**src/rtl/led_pwm_multi_if.sv**
```systemverilog
// Configuration write bus for led_pwm_multi: one-cycle write strobe plus the
// invalid-channel error pulse returned by the LED block.
interface led_pwm_multi_if #(
    parameter int CH_W  = 4,
    parameter int PER_W = 16
);
    // wren_i is a single-cycle strobe with no back-pressure: every strobe is
    // consumed on the edge that samples it, and wr_err_o answers one cycle later.
    logic             wren_i;
    logic [CH_W-1:0]  ch_i;
    logic [1:0]       mode_i;
    logic [PER_W-1:0] per_i;
    logic [PER_W-1:0] duty_i;
    logic             wr_err_o;

    modport master (output wren_i, ch_i, mode_i, per_i, duty_i, input wr_err_o);
    modport slave  (input wren_i, ch_i, mode_i, per_i, duty_i, output wr_err_o);
endinterface

```
**src/rtl/led_pwm_multi.sv**
```systemverilog
// Multi-channel LED driver: shared tick prescaler, per-channel period counter,
// and glitch-free shadowed OFF/ON/BLINK/PWM configuration.
module led_pwm_multi #(
    parameter int NUM_CH   = 4,
    parameter int TICK_DIV = 100000,
    parameter int PER_W    = 16,
    parameter int CH_W     = 4
) (
    input  logic              clk100,
    input  logic              rst,
    led_pwm_multi_if.slave    cfg,
    output logic [NUM_CH-1:0] led_o,
    output logic [NUM_CH-1:0] pending_o
);
    localparam int               PS_W    = (TICK_DIV > 1) ? $clog2(TICK_DIV) : 1;
    localparam logic [PS_W-1:0]  PS_LAST = PS_W'(TICK_DIV - 1);
    localparam logic [PS_W-1:0]  PS_ONE  = PS_W'(1);
    localparam logic [PER_W-1:0] P_ONE   = PER_W'(1);
    localparam logic [1:0] MODE_OFF   = 2'd0;
    localparam logic [1:0] MODE_ON    = 2'd1;
    localparam logic [1:0] MODE_BLINK = 2'd2;
    localparam logic [1:0] MODE_PWM   = 2'd3;

    logic [PS_W-1:0]  presc_q;
    logic             tick;
    logic [1:0]       mode_q    [NUM_CH];
    logic [PER_W-1:0] per_q     [NUM_CH];
    logic [PER_W-1:0] duty_q    [NUM_CH];
    logic [PER_W-1:0] cnt_q     [NUM_CH];
    logic [1:0]       sh_mode_q [NUM_CH];
    logic [PER_W-1:0] sh_per_q  [NUM_CH];
    logic [PER_W-1:0] sh_duty_q [NUM_CH];
    logic [NUM_CH-1:0] pend_q, led_q, led_d, hit, bnd;
    logic              err_q, wr_valid;
    logic [PER_W-1:0]  wr_per;

    assign tick     = (presc_q == PS_LAST);
    assign wr_valid = cfg.wren_i && (int'(cfg.ch_i) < NUM_CH);
    assign wr_per   = (cfg.per_i == '0) ? P_ONE : cfg.per_i;

    always_ff @(posedge clk100 or posedge rst) begin
        if (rst)       presc_q <= '0;
        else if (tick) presc_q <= '0;
        else           presc_q <= presc_q + PS_ONE;
    end

    always_comb begin
        hit = '0;
        bnd = '0;
        for (int c = 0; c < NUM_CH; c++) begin
            hit[c] = wr_valid && (cfg.ch_i == CH_W'(c));
            bnd[c] = tick && (cnt_q[c] == per_q[c] - P_ONE);
        end
    end

    // BLINK threshold is computed one bit wider so per = 2^PER_W-1 cannot wrap.
    always_comb begin
        led_d = '0;
        for (int c = 0; c < NUM_CH; c++) begin
            case (mode_q[c])
                MODE_ON:    led_d[c] = 1'b1;
                MODE_BLINK: led_d[c] = {1'b0, cnt_q[c]} < (({1'b0, per_q[c]} + {1'b0, P_ONE}) >> 1);
                MODE_PWM:   led_d[c] = cnt_q[c] < duty_q[c];
                default:    led_d[c] = 1'b0;
            endcase
        end
    end

    always_ff @(posedge clk100 or posedge rst) begin
        if (rst) begin
            pend_q <= '0;
            led_q  <= '0;
            err_q  <= 1'b0;
            for (int c = 0; c < NUM_CH; c++) begin
                mode_q[c]    <= MODE_OFF;
                per_q[c]     <= P_ONE;
                duty_q[c]    <= '0;
                cnt_q[c]     <= '0;
                sh_mode_q[c] <= MODE_OFF;
                sh_per_q[c]  <= P_ONE;
                sh_duty_q[c] <= '0;
            end
        end else begin
            err_q <= cfg.wren_i && !wr_valid;
            led_q <= led_d;
            for (int c = 0; c < NUM_CH; c++) begin
                // Static modes and boundary-coincident writes take effect at once.
                if (hit[c] && (!mode_q[c][1] || bnd[c])) begin
                    mode_q[c]    <= cfg.mode_i;
                    per_q[c]     <= wr_per;
                    duty_q[c]    <= cfg.duty_i;
                    sh_mode_q[c] <= cfg.mode_i;
                    sh_per_q[c]  <= wr_per;
                    sh_duty_q[c] <= cfg.duty_i;
                    cnt_q[c]     <= '0;
                    pend_q[c]    <= 1'b0;
                end else if (hit[c]) begin
                    sh_mode_q[c] <= cfg.mode_i;
                    sh_per_q[c]  <= wr_per;
                    sh_duty_q[c] <= cfg.duty_i;
                    pend_q[c]    <= 1'b1;
                    if (tick) cnt_q[c] <= cnt_q[c] + P_ONE;
                end else if (bnd[c]) begin
                    cnt_q[c]  <= '0;
                    pend_q[c] <= 1'b0;
                    if (pend_q[c]) begin
                        mode_q[c] <= sh_mode_q[c];
                        per_q[c]  <= sh_per_q[c];
                        duty_q[c] <= sh_duty_q[c];
                    end
                end else if (tick) begin
                    cnt_q[c] <= cnt_q[c] + P_ONE;
                end
            end
        end
    end

    assign led_o        = led_q;
    assign pending_o    = pend_q;
    assign cfg.wr_err_o = err_q;
endmodule

```
**src/flat_wrapper.sv**
```systemverilog
// flat-port wrapper written by rule: the top's interface ports become plain ports
module led_pwm_multi_flat 
#(
    parameter int NUM_CH   = 4,
    parameter int TICK_DIV = 100000,
    parameter int PER_W    = 16,
    parameter int CH_W     = 4
)
  (clk100, rst, led_o, pending_o, cfg_wren_i, cfg_ch_i, cfg_mode_i, cfg_per_i, cfg_duty_i, cfg_wr_err_o);
  led_pwm_multi_if #(.CH_W(CH_W), .PER_W(PER_W)) cfg_i ();
  input  logic clk100;
  input  logic rst;
  output logic [NUM_CH-1:0] led_o;
  output logic [NUM_CH-1:0] pending_o;
  input wire logic [$bits(cfg_i.wren_i)-1:0] cfg_wren_i;
  input wire logic [$bits(cfg_i.ch_i)-1:0] cfg_ch_i;
  input wire logic [$bits(cfg_i.mode_i)-1:0] cfg_mode_i;
  input wire logic [$bits(cfg_i.per_i)-1:0] cfg_per_i;
  input wire logic [$bits(cfg_i.duty_i)-1:0] cfg_duty_i;
  output wire logic [$bits(cfg_i.wr_err_o)-1:0] cfg_wr_err_o;
  assign cfg_i.wren_i = cfg_wren_i;
  assign cfg_i.ch_i = cfg_ch_i;
  assign cfg_i.mode_i = cfg_mode_i;
  assign cfg_i.per_i = cfg_per_i;
  assign cfg_i.duty_i = cfg_duty_i;
  assign cfg_wr_err_o = cfg_i.wr_err_o;
  led_pwm_multi #(.NUM_CH(NUM_CH), .TICK_DIV(TICK_DIV), .PER_W(PER_W), .CH_W(CH_W)) u_core (.clk100(clk100), .rst(rst), .cfg(cfg_i), .led_o(led_o), .pending_o(pending_o));
endmodule
```
**config.mk**
```make
export PLATFORM = sky130hd
export DESIGN_NAME = led_pwm_multi_flat
export DESIGN_NICKNAME = d
export VERILOG_FILES = /design/src/rtl/led_pwm_multi_if.sv /design/src/rtl/led_pwm_multi.sv /design/src/flat_wrapper.sv
export SDC_FILE = /design/constraint.sdc
export NUM_CORES = 1
export LEC_CHECK = 0
export ABC_CLOCK_PERIOD_IN_PS = 13700
export CELL_PAD_IN_SITES_DETAIL_PLACEMENT = 1
export CELL_PAD_IN_SITES_GLOBAL_PLACEMENT = 2
export CORE_ASPECT_RATIO = 1.1
export CORE_MARGIN = 3
export CORE_UTILIZATION = 41
export CTS_BUF_LIST = sky130_fd_sc_hd__clkbuf_8
export CTS_CLUSTER_DIAMETER = 50
export DETAILED_ROUTE_END_ITERATION = 12
export PLACE_DENSITY_LB_ADDON = 0.1
export REMOVE_ABC_BUFFERS = 1
export SYNTH_ARGS = -nofsm -noshare
export SYNTH_HDL_FRONTEND = slang
export SYNTH_SLANG_ARGS = --single-unit
```
**constraint.sdc**
```tcl
create_clock -name clk100 -period 13.7 [get_ports clk100]
set_clock_uncertainty 0.15 [all_clocks]
set_input_delay 2.74 -clock clk100 [delete_from_list [all_inputs] [get_ports clk100]]
set_output_delay 2.74 -clock clk100 [all_outputs]
set_load 0.005 [all_outputs]
```
======== After elaboration in Yosys (flattened, before gate mapping) ========
Cells that the tools add are included.
storage, ports and cells
  bits in registers ....................... 362
  output and inout bits ................... 9
  word-level logic and storage cells ...... 232
  input bits .............................. 41
cells by class
  equal/unequal tests ..................... 24
  add/subtract/negate cells ............... 13
  reductions and logical operators ........ 45
  multiplexer cells ....................... 106
  order comparisons ....................... 9
operator list
  kind                                                                  count
  16-bit 2-to-1 mux                                                     65
  16-bit < comparator                                                   8
  16-bit by 1-bit adder with 17-bit output, second input constant       4
  16-bit by 1-bit adder with 16-bit output, second input constant       4
  16-bit == test                                                        4
  16-bit by 1-bit subtractor with 16-bit output, second input constant  4
  2-bit 2-to-1 mux                                                      24
  2-bit nonzero test                                                    12
  17-bit by 1-bit adder with 17-bit output, second input constant       1
  17-bit == test, second input constant                                 1
  17-bit 2-to-1 mux                                                     1
  2-bit == test, second input constant                                  8
  16-bit logical NOT                                                    1
  1-bit logical AND                                                     14
  1-bit 2-to-1 mux                                                      12
  1-bit one-hot mux with 3 select lines                                 4
  3-bit AND reduction                                                   4
  3-bit nonzero test                                                    4
  2-bit by 1-bit == test with 1-bit output, second input constant       4
  4-bit by 2-bit == test with 1-bit output, second input constant       2
  2-bit != test, second input constant                                  4
  1-bit logical NOT                                                     5
  4-bit by 1-bit == test with 1-bit output, second input constant       1
  4-bit logical NOT                                                     1
  2 further kinds                                                       5

======== Depth between registers and ports, before layout ========
  depth after elaboration ................. 7
  gate-level depth with buffers ........... 16

======== Least setup slack after synthesis ========
No wires, ideal clock.
  path kind ............................... input to register
  from .................................... input port cfg_ch_i[3]
  to ...................................... register u_core.duty_q[48] (netlist name)
  setup slack ............................. 8.898 ns
  data arrival time ....................... 4.528 ns
  data required time ...................... 13.426 ns
  stages on the path ...................... 8
  library setup time ...................... 0.124 ns
  cell sequence ........................... nor2_1 -> nand2_1 -> nor3_1 -> a41o_1 -> nor2b_1 -> buf_2 -> buf_6 -> a211o_1
on the way
  word-level cells in the longest chain between the ends .. 6
  elaborated cells on any way between the ends .. 10
  those cells by class .................... 1 x order compare; 1 x eq/ne; 1 x mux; 7 x reduce/logical
RTL lines
  element                                                        line                  RTL
  start: declaration                                             flat_wrapper.sv:16    input wire logic [$bits(cfg_i.ch_i)-1:0] cfg_ch_i;
  4-bit by 3-bit < comparator with 1-bit output                  led_pwm_multi.sv:38   assign wr_valid = cfg.wren_i && (int'(cfg.ch_i) < NUM_CH);
  1-bit logical AND                                              led_pwm_multi.sv:38
  1-bit logical AND *                                            led_pwm_multi.sv:51   hit[c] = wr_valid && (cfg.ch_i == CH_W'(c));
  1-bit logical AND                                              led_pwm_multi.sv:88   if (hit[c] && (!mode_q[c][1] || bnd[c])) begin
  2-bit != test (no line) or 2-bit nonzero test (tied branches)  n/a
  3-bit AND reduction (no line)                                  n/a
  end signal: indexed assignment                                 led_pwm_multi.sv:91   duty_q[c] <= cfg.duty_i;
  end signal: indexed assignment                                 led_pwm_multi.sv:109  duty_q[c] <= sh_duty_q[c];
  end: declaration                                               led_pwm_multi.sv:28   logic [PER_W-1:0] duty_q [NUM_CH];
Mark *: on every way between the ends. The rest lies on a longest branch, timed or not.
A chain may end at the register's enable or synchronous reset.

======== Worst setup path in the final report ========
  from .................................... input port cfg_ch_i[2]
  to ...................................... register u_core.per_q[54] (netlist name)
on the way
  word-level cells in the longest chain between the ends .. 6
  elaborated cells on any way between the ends .. 10
  those cells by class .................... 1 x order compare; 1 x eq/ne; 1 x mux; 7 x reduce/logical
RTL lines
  element                                                        line                  RTL
  4-bit by 3-bit < comparator with 1-bit output                  led_pwm_multi.sv:38
  1-bit logical AND                                              led_pwm_multi.sv:38
  1-bit logical AND *                                            led_pwm_multi.sv:51
  1-bit logical AND                                              led_pwm_multi.sv:88
  2-bit != test (no line) or 2-bit nonzero test (tied branches)  n/a
  3-bit AND reduction (no line)                                  n/a
  end signal: indexed assignment                                 led_pwm_multi.sv:90   per_q[c] <= wr_per;
  end signal: indexed assignment                                 led_pwm_multi.sv:108  per_q[c] <= sh_per_q[c];
  end: declaration                                               led_pwm_multi.sv:27   logic [PER_W-1:0] per_q [NUM_CH];
Marked as above.

==> results.sh <==
export IMPL_status="finished, final reports clean"
export IMPL_critPathTopFamily="simple AND/OR/NAND/NOR gates"
export IMPL_power_per_cell_area_nw_per_um2=129
export IMPL_htree_levels=3
export IMPL_ys_top_cells_by_area="dfrtp_1 (41%), nand2_1 (8.4%), ha_1 (7.7%)"
export IMPL_hpwl_um=46200
export IMPL_synth_top_cell_area_share=0.409
export IMPL_antenna_found_initial=3
export IMPL_synth_edf_count=0
export IMPL_yosysSeqAreaShare=0.419
export IMPL_setup_viol=0
export IMPL_vias=17800
export IMPL_critPathMaxFanout=45
export IMPL_tritoncts="done"
export IMPL_crit_path_cell_trace="clkdlybuf4s50_1 -> nor2_1 -> nand2_1 -> nor2_1 -> nand2_1 -> buf_4 -> nor2_1 -> a41o_1 -> buf_4 -> nor2b_2 -> a221o_1"
export IMPL_cts_resized=0
export IMPL_ios=50
export IMPL_drc=0
export IMPL_critical_path_endpoint_type="flop"
export IMPL_clk_latency_ps=620
export IMPL_reg2reg_to="u_core.per_q[16]"
export IMPL_worstSetupPathType="in -> reg"
export IMPL_clk_pin_slew_ps=60
export IMPL_regToRegSetupSlack_ps=9180
export IMPL_synth_top_cell_by_area="dfrtp_1"
export IMPL_r2r_start="u_core.presc_q[11]"
export IMPL_synth_area_sq_um=21700
export IMPL_max_stage_delay_ps=970
export IMPL_clockBufferDepth=3
export IMPL_avgSynthCellArea_sq_um=8.90
export IMPL_tightest_slew_ps=1210
export IMPL_finalHoldViolCount=0
export IMPL_slowest_stage="nor2b_2"
export IMPL_floorplan_die_area_sq_um=55600
export IMPL_grt_pass1_wl_um=107000
export IMPL_syn_to_final_growth_pct=11.9
export IMPL_drive_gt1_frac=0.0743
export IMPL_fin_tns_setup_ps=0
export IMPL_hold_class="reg -> reg"
export IMPL_maxCapViolCount=0
export IMPL_routedWlPerCell_um=21.2
export IMPL_slew_violations=0
export IMPL_fill_cells=6016
export IMPL_coreArea_sq_um=51700
export IMPL_crit_path_start_kind="input port"
export IMPL_postCtsSetupRepairBufs=0
export IMPL_numPortBuffers=49
export IMPL_critPathRequiredTime_ps=14100
export IMPL_multi_input_area_sq_um=11700
export IMPL_finalWeightedCongestion=0.827
export IMPL_postSynthCellCount=2435
export IMPL_place_area_sq_um=22700
export IMPL_leakage_nw=12.3
export IMPL_synth_common_cells="nand2_1 (484), dfrtp_1 (354), nor2_1 (219)"
export IMPL_yosys_register_bits=362
export IMPL_overflow=0
export IMPL_grt_usage=0.246
export IMPL_async_flop_share=1.00
export IMPL_rsz0062_at_grt="no"
export IMPL_r2r_cells=8
export IMPL_die_y_um=247
export IMPL_ys_types=79
export IMPL_numCtsBuffers=71
export IMPL_slew_headroom=0.192
export IMPL_ctsHoldBuffers=0
export IMPL_fmax_mhz=183
export IMPL_irDropWorstVdd_uv=75.0
export IMPL_grt_max_degree=114
export IMPL_cp_num_buf_inv=3
export IMPL_stdcell_count=3173
export IMPL_detail_route_antenna_nets=0
export IMPL_clock_sinks=362
export IMPL_period_share=0.400
export IMPL_fin_area_sq_um=24200
export IMPL_grt_pass1_vias=18500
export IMPL_layout_min_cycle_time_ps=5470
export IMPL_drt_iter0_markers=1149
export IMPL_cp_arrival_ps=5870
export IMPL_cts_root_buffer="clkbuf_8"
export IMPL_holdWs_ps=309
export IMPL_min_delay_start="u_core.sh_per_q[10]"
export IMPL_via_per_inst=5.62
export IMPL_setup_ws_ps=8230
export IMPL_first_pass_iters=5
export IMPL_drt_wl_total_um=67200
export IMPL_hold_path_cell_count=2
export IMPL_start_util=0.419
export IMPL_die_w_um=225
export IMPL_nets=2627
export IMPL_crit_top_cell="nor2_1"
export IMPL_dp_slack_ps=7600
export IMPL_placedCellCount=3047
export IMPL_num_rows=87
export IMPL_synth_top_flop_cell="dfrtp_1"
export IMPL_regArea_sq_um=9070
export IMPL_yosysMostFrequentCell="nand2_1"
export IMPL_yosys_warnings=0
export IMPL_hold_end="u_core.sh_per_q[10]"
flip-flops by register name, indices dropped and copies added (netlist names), 4 cells and up:
register / cells
u_core.sh_mode_q: 8
u_core.pending_o: 4
u_core.per_q: 64
u_core.duty_q: 64
u_core.sh_per_q: 64
u_core.mode_q: 8
u_core.cnt_q: 64
u_core.presc_q: 17
u_core.sh_duty_q: 64
u_core.led_o: 4
metal layers:
layer	part of all wire	wire, um	track usage	up-vias
met3	0.030	2030	0.0309	113
met5	0	0	0	-
met4	0.031	2110	0.0916	0
li1	-	-	-	8438
met1	0.47	31600	0.332	9028
met2	0.47	31500	0.405	247
per-stage QoR:
step	total power, mW	utilization
global placement	1.98	0.440
global route	3.33	0.469
CTS	3.18	0.469
finish	3.13	0.469
floorplan	1.77	-
detailed placement	2.01	0.440
cell type report:
type | count | area share
inverters | 83 | 0.0132
diodes | 1 | 0.000103
repair buffers | 89 | 0.0326
well taps | 667 | 0.0344
clock buffers | 88 | 0.0500
flip-flops and latches | 362 | 0.374
clock inverters | 37 | 0.0114
multi-input cells | 1846 | 0.484
power breakdown:
group          switching [mW]  total, mW  internal, mW
logic                   0.338      0.602         0.263
registers               0.161       1.39          1.23
clock network           0.486       1.14         0.654
cells by family after synthesis:
logic type	after synthesis	share of synthesized area
compound gates	393	0.137
xor+xnor	209	0.0845
fa+ha+maj	133	0.0768
buf+inv	227	0.0420
flops	362	0.419
mux	3	0.00144
simple gates	1108	0.240
layout by cell type (no fill, tap or decap), types with 41 or more instances in the layout:
| master | synthesis | routed |
|---|---|---|
| clkdlybuf4s50_1 | 0 | 49 |
| dfrtp_1 | 354 | 354 |
| xor2_1 | 104 | 104 |
| clkbuf_8 | 0 | 88 |
| o21ai_0 | 41 | 41 |
| and2_1 | 47 | 47 |
| inv_1 | 83 | 104 |
| nand3_1 | 75 | 75 |
| a211o_1 | 64 | 64 |
| a21oi_1 | 42 | 42 |
| ha_1 | 133 | 133 |
| nand2_1 | 484 | 483 |
| nor2_1 | 219 | 214 |
| a21o_1 | 91 | 91 |
| xnor2_1 | 105 | 105 |
| nand4_1 | 50 | 50 |
| and3_1 | 58 | 58 |
worst max-delay path by stage:
stage / startpoint / endpoint / slack (ps) / cells after the start
finish: cfg_ch_i[2] / u_core.per_q[54] / 8230 / 11
global route: cfg_ch_i[2] / u_core.per_q[50] / 8000 / 11
CTS: cfg_ch_i[3] / u_core.per_q[54] / 8300 / 11
detailed placement: cfg_ch_i[2] / u_core.per_q[54] / 7600 / 11
global placement: cfg_ch_i[3] / u_core.per_q[54] / 7710 / 11
floorplan: rst / u_core.cfg.wr_err_o / 780 / 1
worst reg2reg max path, stage by stage (launching register included):
cell     delay, ps
dfrtp_1        430
nor4b_1        420
nand4_1        780
nor4_1         860
nand3_1        160
or4_4          460
o31ai_4        220
nand2_2        460
a221o_1        510
Power figures use the tool's default switching activity.
